File: config.mk
export PLATFORM = sky130hd
export DESIGN_NAME = instr_seq_ctrl_flat
export DESIGN_NICKNAME = d
export VERILOG_FILES = /design/src/rtl/instr_seq_ctrl_if.sv /design/src/rtl/instr_seq_ctrl.sv /design/src/flat_wrapper.sv
export SDC_FILE = /design/constraint.sdc
export NUM_CORES = 1
export LEC_CHECK = 0
export ABC_AREA = 1
export CAP_MARGIN = 20
export CORE_MARGIN = 1
export CORE_UTILIZATION = 46
export DETAILED_ROUTE_END_ITERATION = 10
export GPL_TIMING_DRIVEN = 0
export PLACE_DENSITY = 0.79
export REMOVE_ABC_BUFFERS = 1
export SLEW_MARGIN = 15
export SYNTH_ARGS = -nofsm -noshare
export SYNTH_HDL_FRONTEND = slang
export SYNTH_SLANG_ARGS = --single-unit
File: constraint.sdc
create_clock -name clk -period 2.05 [get_ports clk]
set_input_delay 0.205 -clock clk [delete_from_list [all_inputs] [get_ports clk]]
set_output_delay 0.205 -clock clk [all_outputs]
set_load 0.005 [all_outputs]
File: src/rtl/instr_seq_ctrl_if.sv
// Handshake/bus bundle for instr_seq_ctrl.
//   master : host/loader + exe_engine + instruction memory side
//   slave  : the sequencer itself
// Signals:
//   load_valid/load_data/load_last/load_ready : program loader beat handshake
//   start                                     : run the loaded program
//   op_valid/op_ready                         : opcode handshake with exe_engine
//   prog_pointer/write_data/data_to_write     : instruction memory control
//   prog_len/busy/done                        : status
interface instr_seq_ctrl_if #(
  parameter int AW = 4,
  parameter int OW = 26
) ();
  logic          load_valid;
  logic [OW-1:0] load_data;
  logic          load_last;
  logic          load_ready;
  logic          start;
  logic          op_valid;
  logic          op_ready;
  logic [AW-1:0] prog_pointer;
  logic          write_data;
  logic [OW-1:0] data_to_write;
  logic [AW-1:0] prog_len;
  logic          busy;
  logic          done;

  modport master (
    output load_valid, load_data, load_last, start, op_ready,
    input  load_ready, op_valid, prog_pointer, write_data, data_to_write,
           prog_len, busy, done
  );

  modport slave (
    input  load_valid, load_data, load_last, start, op_ready,
    output load_ready, op_valid, prog_pointer, write_data, data_to_write,
           prog_len, busy, done
  );
endinterface

File: src/rtl/instr_seq_ctrl.sv
// Instruction sequencer: loads a program beat by beat into the instruction
// memory, then on start walks the program and hands each opcode (registered
// by the memory) to the exe_engine with a valid/ready handshake.
// Ports:
//   clk   : system clock
//   rst_n : synchronous active-low reset
//   bus   : instr_seq_ctrl_if.slave (loader, exe handshake, memory control,
//           status)
//
// state | meaning
// IDLE  | program closed; accepts load beats or start
// LOAD  | program being loaded, waiting for further beats
// ISSUE | memory address = pc, memory registers opcode at end of cycle
// VALID | opcode presented to exe_engine, waiting for op_ready
// DONE  | one-cycle done pulse, then back to IDLE
module instr_seq_ctrl #(
  parameter int DEPTH = 10,
  parameter int AW    = 4,
  parameter int OW    = 26
) (
  input logic             clk,
  input logic             rst_n,
  instr_seq_ctrl_if.slave bus
);

  typedef enum logic [2:0] {IDLE, LOAD, ISSUE, VALID, DONE} state_t;

  state_t        state;
  logic [AW-1:0] wr_ptr;
  logic [AW-1:0] pc;
  logic [AW-1:0] prog_len_q;
  logic [AW-1:0] prog_pointer_q;
  logic [OW-1:0] data_to_write_q;
  logic          write_data_q;
  logic          op_valid_q;
  logic          done_q;
  logic          busy_q;

  logic          load_ready_c;
  logic          load_accept;
  logic          load_close;

  // Only combinational output; held low during reset so a beat cannot be
  // acknowledged while the controller is being cleared.
  assign load_ready_c = rst_n &&
                        ((state == IDLE) ||
                         ((state == LOAD) && (wr_ptr < AW'(DEPTH))));
  assign load_accept  = bus.load_valid && load_ready_c;
  // A full memory closes the program even without load_last.
  assign load_close   = bus.load_last || (wr_ptr == AW'(DEPTH - 1));

  always_ff @(posedge clk) begin
    if (!rst_n) begin
      state           <= IDLE;
      wr_ptr          <= '0;
      pc              <= '0;
      prog_len_q      <= '0;
      prog_pointer_q  <= '0;
      data_to_write_q <= '0;
      write_data_q    <= 1'b0;
      op_valid_q      <= 1'b0;
      done_q          <= 1'b0;
      busy_q          <= 1'b0;
    end else begin
      write_data_q <= 1'b0;
      done_q       <= 1'b0;
      // load_accept is only possible in IDLE/LOAD, so it also wins over start.
      if (load_accept) begin
        write_data_q    <= 1'b1;
        prog_pointer_q  <= wr_ptr;
        data_to_write_q <= bus.load_data;
        if (load_close) begin
          prog_len_q <= wr_ptr + AW'(1);
          wr_ptr     <= '0;
          state      <= IDLE;
          busy_q     <= 1'b0;
        end else begin
          wr_ptr <= wr_ptr + AW'(1);
          state  <= LOAD;
          busy_q <= 1'b1;
        end
      end else begin
        case (state)
          IDLE: begin
            if (bus.start && (prog_len_q != '0)) begin
              pc             <= '0;
              prog_pointer_q <= '0;
              state          <= ISSUE;
              busy_q         <= 1'b1;
            end
          end
          LOAD: begin
          end
          ISSUE: begin
            state      <= VALID;
            op_valid_q <= 1'b1;
          end
          VALID: begin
            // prog_pointer stays at pc so the memory keeps re-reading the
            // same opcode while the exe_engine back-pressures.
            if (bus.op_ready) begin
              op_valid_q <= 1'b0;
              if (pc == prog_len_q - AW'(1)) begin
                state  <= DONE;
                done_q <= 1'b1;
              end else begin
                pc             <= pc + AW'(1);
                prog_pointer_q <= pc + AW'(1);
                state          <= ISSUE;
              end
            end
          end
          DONE: begin
            state  <= IDLE;
            busy_q <= 1'b0;
            pc     <= '0;
          end
          default: begin
            state <= IDLE;
          end
        endcase
      end
    end
  end

  assign bus.load_ready    = load_ready_c;
  assign bus.op_valid      = op_valid_q;
  assign bus.prog_pointer  = prog_pointer_q;
  assign bus.write_data    = write_data_q;
  assign bus.data_to_write = data_to_write_q;
  assign bus.prog_len      = prog_len_q;
  assign bus.busy          = busy_q;
  assign bus.done          = done_q;

endmodule
File: src/flat_wrapper.sv
// flat-port wrapper written by rule: the top's interface ports become plain ports
module instr_seq_ctrl_flat 
#(
  parameter int DEPTH = 10,
  parameter int AW    = 4,
  parameter int OW    = 26
)
  (clk, rst_n, bus_load_valid, bus_load_data, bus_load_last, bus_start, bus_op_ready, bus_load_ready, bus_op_valid, bus_prog_pointer, bus_write_data, bus_data_to_write, bus_prog_len, bus_busy, bus_done);
  instr_seq_ctrl_if #(.AW(AW), .OW(OW)) bus_i ();
  input logic clk;
  input logic rst_n;
  input wire logic [$bits(bus_i.load_valid)-1:0] bus_load_valid;
  input wire logic [$bits(bus_i.load_data)-1:0] bus_load_data;
  input wire logic [$bits(bus_i.load_last)-1:0] bus_load_last;
  input wire logic [$bits(bus_i.start)-1:0] bus_start;
  input wire logic [$bits(bus_i.op_ready)-1:0] bus_op_ready;
  output wire logic [$bits(bus_i.load_ready)-1:0] bus_load_ready;
  output wire logic [$bits(bus_i.op_valid)-1:0] bus_op_valid;
  output wire logic [$bits(bus_i.prog_pointer)-1:0] bus_prog_pointer;
  output wire logic [$bits(bus_i.write_data)-1:0] bus_write_data;
  output wire logic [$bits(bus_i.data_to_write)-1:0] bus_data_to_write;
  output wire logic [$bits(bus_i.prog_len)-1:0] bus_prog_len;
  output wire logic [$bits(bus_i.busy)-1:0] bus_busy;
  output wire logic [$bits(bus_i.done)-1:0] bus_done;
  assign bus_i.load_valid = bus_load_valid;
  assign bus_i.load_data = bus_load_data;
  assign bus_i.load_last = bus_load_last;
  assign bus_i.start = bus_start;
  assign bus_i.op_ready = bus_op_ready;
  assign bus_load_ready = bus_i.load_ready;
  assign bus_op_valid = bus_i.op_valid;
  assign bus_prog_pointer = bus_i.prog_pointer;
  assign bus_write_data = bus_i.write_data;
  assign bus_data_to_write = bus_i.data_to_write;
  assign bus_prog_len = bus_i.prog_len;
  assign bus_busy = bus_i.busy;
  assign bus_done = bus_i.done;
  instr_seq_ctrl #(.DEPTH(DEPTH), .AW(AW), .OW(OW)) u_core (.clk(clk), .rst_n(rst_n), .bus(bus_i));
endmodule
==> results of run 1 <==
[what timing repair did]
| item | 4_1_cts | 5_1_grt |
|---|---|---|
| endpoints found under the setup margin | 5 | 12 |
| endpoints found under the hold margin | 0 | 0 |
| resized for setup | 2 | 4 |
[power by group through the flow]
| stage | clock (mW) | sequential [mW] | combinational (mW) |
|---|---|---|---|
| detailed placement | 0 | 1.16 | 0.691 |
| global placement | 0 | 1.16 | 0.684 |
| CTS | 0.744 | 1.14 | 0.699 |
| finish | 0.724 | 1.14 | 0.697 |
| global route | 0.780 | 1.16 | 0.789 |
| floorplan | 0 | 1.16 | 0.379 |
[cell usage in the layout (no fill, tap or decap), types with 2 or more instances in the layout]
| master | Yosys | layout |
|---|---|---|
| nor4_1 | 2 | 2 |
| nor2_2 | 1 | 2 |
| dfxtp_1 | 49 | 49 |
| nor3_1 | 2 | 2 |
| nand4_1 | 5 | 5 |
| clkdlybuf4s50_1 | 0 | 69 |
| nor2_4 | 3 | 3 |
| nand2_1 | 96 | 96 |
| clkbuf_8 | 0 | 6 |
| or2_2 | 2 | 2 |
| nor2_1 | 20 | 19 |
| inv_2 | 6 | 5 |
| a21oi_1 | 13 | 13 |
| nand3_1 | 40 | 39 |
| inv_1 | 30 | 30 |
| o21ai_0 | 5 | 5 |
| xor2_1 | 4 | 4 |
| ha_1 | 5 | 5 |
| nand3_2 | 2 | 2 |
| nand2_2 | 5 | 5 |
[per-stage QoR]
step	cells	instance area, sq um
2_1_floorplan	301	2210
3_3_place_gp	438	2990
3_5_place_dp	438	2990
4_1_cts	446	3120
5_1_grt	446	3130
6_report	446	3130
[worst paths after layout]
path / startpoint / slack [ns] / cells after the start / endpoint
hold reg to reg: u_core.bus.data_to_write[20]$_SDFFE_PN0P_ / 0.47 / 2 / u_core.bus.data_to_write[20]$_SDFFE_PN0P_
hold / removal: rst_n / 0.34 / 3 / u_core.bus.prog_pointer[2]$_SDFFE_PN0P_
setup reg to reg: u_core.state[2]$_SDFFE_PN0P_ / 0.22 / 8 / u_core.bus.prog_len[1]$_SDFFE_PN0P_
setup / recovery: u_core.state[2]$_SDFFE_PN0P_ / 0.20 / 4 / bus_load_ready
[per-layer routing]
layer | global-route usage [%] | vias up
met3 | 9.44 | 6
met2 | 33.0 | 60
met5 | 0 | -
li1 | - | 1120
met4 | 8.06 | 0
met1 | 23.6 | 927
[cell families after synthesis]
logic type	share of synthesized area, %
simple gates	37.8
fa+ha+maj	2.74
flops	43.0
buf+inv	9.05
xor+xnor	1.92
compound gates	5.49
[state kept, by name (all words and copies together), names as in the netlist]
register / cells
u_core.bus.data_to_write: 26
u_core.bus.prog_len: 4
u_core.bus.prog_pointer: 4
u_core.pc: 4
u_core.wr_ptr: 4
u_core.state: 3
u_core.bus.busy: 1
u_core.bus.done: 1
u_core.bus.op_valid: 1
u_core.bus.write_data: 1
[area by class of cell]
cell class	instances	share of cell area (%)
repair buffers	70	22.3
inverters	36	4.40
multi-input cells	216	35.4
well taps	67	2.68
clock buffers	6	2.64
flip-flops and latches	49	31.3
clock inverters	2	1.20
[worst max-delay path, cell delays in order, from the launching register on]
cell	delay, ns
dfxtp_1	0.38
nor2_2	0.15
nand2_2	0.10
nor2_8	0.20
clkdlybuf4s50_1	0.52
==> metrics.txt, run 1 <==
synthesis-to-layout area growth=37.2%; clock buffer depth=2; DIE HEIGHT=72.4 um; combinational share of power=27.2%; post-synthesis sequential area ratio=43.0%; first-pass GRT wire length=8.38 mm; period utilization=90.2%; GRT overflow=0; CTS tree=done; DR WL met2=2.29 mm; Sequential Area=981 sq um; total track usage=20.5%; site row count=25; setup ws final=0.200 ns; PortBufs=70; LEAKAGE=1.41 nW; DR pass1 iterations=4; syn_area_per_cell=7.29 sq um; core footprint=4750 sq um; post-CTS setup buffer count=0; top-area cell type share of the netlist area=43.0%; largest net degree at the start of global routing=43; ant diodes=0; setup_tns=0 ns; area of the multi-input gates=1110 sq um; Most used DFF post-synth=dfxtp_1; Clock power frac=28.2%; Die ar.=5240 sq um; final hold violations=0; Top Ports=71; worst slew pin tran=0.414 ns; CTS clk-pin slew, worst paths=0.09 ns; Synth cell types=33; Final Util=65.8%; Final Critical Period=1.85 ns; Worst Skew=0.00579 ns; fraction of layout cells with a size suffix above 1=9.23%; Worst setup EP type=output port; Detail Placement HPWL=3.61 mm; H-tree levels=2; initial antenna violation count=0; relative slew slack=72.4%; sw power=0.750 mW; Max-Cap Viols=0; number of synthesized flops with an enable pin=0; Worst Path Arrival=1.64 ns; outcome=complete, no violations; async set or reset register ratio after synthesis=0%; Worst EP required=1.85 ns; Detail Route Antenna Nets=0; synth cell count leaders=96 x nand2_1, 49 x dfxtp_1, 40 x nand3_1, 30 x inv_1, 20 x nor2_1; worst skew pair latency=0.30 ns; Int Pwr=1.81 mW; max-slew violations=0; top routing layer used=met4; Num CTS Buffers=5; fillcell total=424; met1 WL=2.18 mm; Residual DRC=0; vias per std cell=4.74; #FFs+latches synth=49; via count=2113; WL met3=450 um; final net count=415; Mapped Area=2280 sq um; fmax=541 MHz; GPL Wtd Cong=0.811; synth warn=0; dpl ws=-0.368 ns; unrepaired setup endpoints after global routing=no; initial core utilization=48.0%; Clock Sinks=49; Setup crit start kind=flip-flop; Pwr Total=2.56 mW; CP max FO=6; hold slack final=0.335 ns; Final Setup Violations=0; clock root buffer=clkbuf_8; die width=72.4 um; pwr dens=819 nW/um^2; routed wire length=5.00 mm; 1st-iter DRT viols=62; part of the power in registers=44.6%; Post-CTS Hold Buffers=0; top cells by area, synth=dfxtp_1 43%, nand2_1 16%, nand3_1 8.8%; Switching Share=29.3%; routed length per instance=11.2 um; VDD IR max=477 uV; vias in the first global route=1946; dominant cell by count in the synthesized netlist=nand2_1; post-synth top area cell=dfxtp_1; worst min path class=in2reg; Synth Instances=313; WS Path Type=reg2out
No activity file was read; power rests on OpenSTA's default activity.
==> run 2, diff against run 1 <==
--- a/config.mk
+++ b/config.mk
@@ -6,7 +6,6 @@
 export NUM_CORES = 1
 export LEC_CHECK = 0
 export ABC_AREA = 1
-export CAP_MARGIN = 20
 export CORE_MARGIN = 1
 export CORE_UTILIZATION = 46
 export DETAILED_ROUTE_END_ITERATION = 10
==> results of run 2 <==
Same layout as run 1: the final DEF is identical, and so are final timing and power.
==> run 3, diff against run 2 <==
--- a/config.mk
+++ b/config.mk
@@ -12,6 +12,7 @@
 export GPL_TIMING_DRIVEN = 0
 export PLACE_DENSITY = 0.79
 export REMOVE_ABC_BUFFERS = 1
+export SKIP_CTS_REPAIR_TIMING = 1
 export SLEW_MARGIN = 15
 export SYNTH_ARGS = -nofsm -noshare
 export SYNTH_HDL_FRONTEND = slang
==> run 3 against run 2 <==
  * Final cell count did not move
  * Register-to-register slack barely moved
  * Via count did not move
  * Critical endpoint unchanged
  * Routed wire length barely moved
  * Largest power group unchanged
  * Sequential power barely moved
==> metrics.txt, run 3 (synthesis results as in run 1) <==
die width=72.4 um; worst skew pair latency=0.30 ns; Sequential Area=981 sq um; site row count=25; fillcell total=424; total track usage=20.4%; pwr dens=819 nW/um^2; hold slack final=0.433 ns; period utilization=90.3%; Clock Sinks=49; Setup crit start kind=flip-flop; synthesis-to-layout area growth=37.2%; via count=2113; core footprint=4750 sq um; VDD IR max=477 uV; outcome=complete, no violations; fmax=540 MHz; clock buffer depth=2; WS Path Type=reg2out; Die ar.=5240 sq um; most frequent cells in the layout=96 x nand2_1, 69 x clkdlybuf4s50_1, 49 x dfxtp_1; vias per std cell=4.74; Final Setup Violations=0; Num CTS Buffers=5; H-tree levels=2; routed length per instance=11.2 um; crit-path max cell delay=0.52 ns; number of flip-flops in the largest register=26; final hold violations=0; largest net degree at the start of global routing=43; ant diodes=0; fraction of layout cells with a size suffix above 1=9.23%; worst path cell trace=nor2_2 -> nand2_2 -> nor2_8 -> clkdlybuf4s50_1; commonest non-fill, non-tap cell in the layout=nand2_1; Detail Placement HPWL=3.61 mm; Worst setup EP type=output port; DIE HEIGHT=72.4 um; max-slew violations=0; relative slew slack=70.3%; PortBufs=70; GRT overflow=0; CTS tree=done; area of the multi-input gates=1110 sq um; delay-heaviest family, CP=buffers and inverters; Residual DRC=0; Worst EP required=1.85 ns; CTS clk-pin slew, worst paths=0.09 ns; Detail Route Antenna Nets=0; initial core utilization=48.0%; GPL Wtd Cong=0.811; initial antenna violation count=0; Pwr Total=2.56 mW; first-pass GRT wire length=8.35 mm; final net count=415; worst slew pin tran=0.445 ns; Worst Skew=0.00579 ns; Final Critical Period=1.85 ns; Top Ports=71; 1st-iter DRT viols=62; crit path buf inv count=1; CP max FO=6; slowest CP cell=clkdlybuf4s50_1; routed wire length=5.00 mm; worst min path class=in2reg; Max-Cap Viols=0; LEAKAGE=1.41 nW; Worst Path Arrival=1.65 ns; vias in the first global route=1940; unrepaired setup endpoints after global routing=no; DR pass1 iterations=4; clock root buffer=clkbuf_8
run 3: cell type report:
type | instances | share of cell area, %
multi-input cells | 216 | 35.4
repair buffers | 70 | 22.3
well taps | 67 | 2.68
clock buffers | 6 | 2.64
flip-flops and latches | 49 | 31.3
clock inverters | 2 | 1.20
inverters | 36 | 4.40
run 3: tightest hold or removal path, cell delays in order:
cell      delay, ns
clkbuf_4       0.31
nand2_1        0.15
nor2_1         0.03
run 3: report_power, final:
part           switching [mW]  total, mW  internal, mW
clock                   0.327      0.724         0.397
combinational           0.343      0.697         0.354
sequential             0.0796       1.14          1.06
total                   0.750       2.56          1.81
run 3: final timing paths:
check / from / endpoint / slack (ns) / cells after the start
min: rst_n / u_core.bus.prog_pointer[2]$_SDFFE_PN0P_ / 0.43 / 3
max: u_core.state[2]$_SDFFE_PN0P_ / bus_load_ready / 0.20 / 4
max reg2reg: u_core.state[2]$_SDFFE_PN0P_ / u_core.bus.prog_len[1]$_SDFFE_PN0P_ / 0.21 / 8
min reg2reg: u_core.bus.data_to_write[20]$_SDFFE_PN0P_ / u_core.bus.data_to_write[20]$_SDFFE_PN0P_ / 0.47 / 2
run 3: metrics by stage:
step	setup WS, ns	setup TNS [ns]	util, %	area (sq um)	std cells
finish	0.198	0	65.8	3130	446
global route	0.00950	0	65.8	3130	446
CTS	-0.0433	-0.104	65.4	3110	446
detailed placement	-0.368	-2.71	62.9	2990	438
global placement	-1.35	-47.96	63.0	2990	438
floorplan	0.276	0	-	2210	301
run 3: routing by layer:
| metal | up-vias | part of all wire, % | wire length [um] | track usage [%] |
|---|---|---|---|---|
| met5 | - | 0 | 0 | 0 |
| li1 | 1120 | - | - | - |
| met1 | 927 | 44 | 2180 | 23.6 |
| met3 | 6 | 9.0 | 450 | 9.44 |
| met2 | 60 | 46 | 2290 | 32.8 |
| met4 | 0 | 1.5 | 76 | 8.06 |
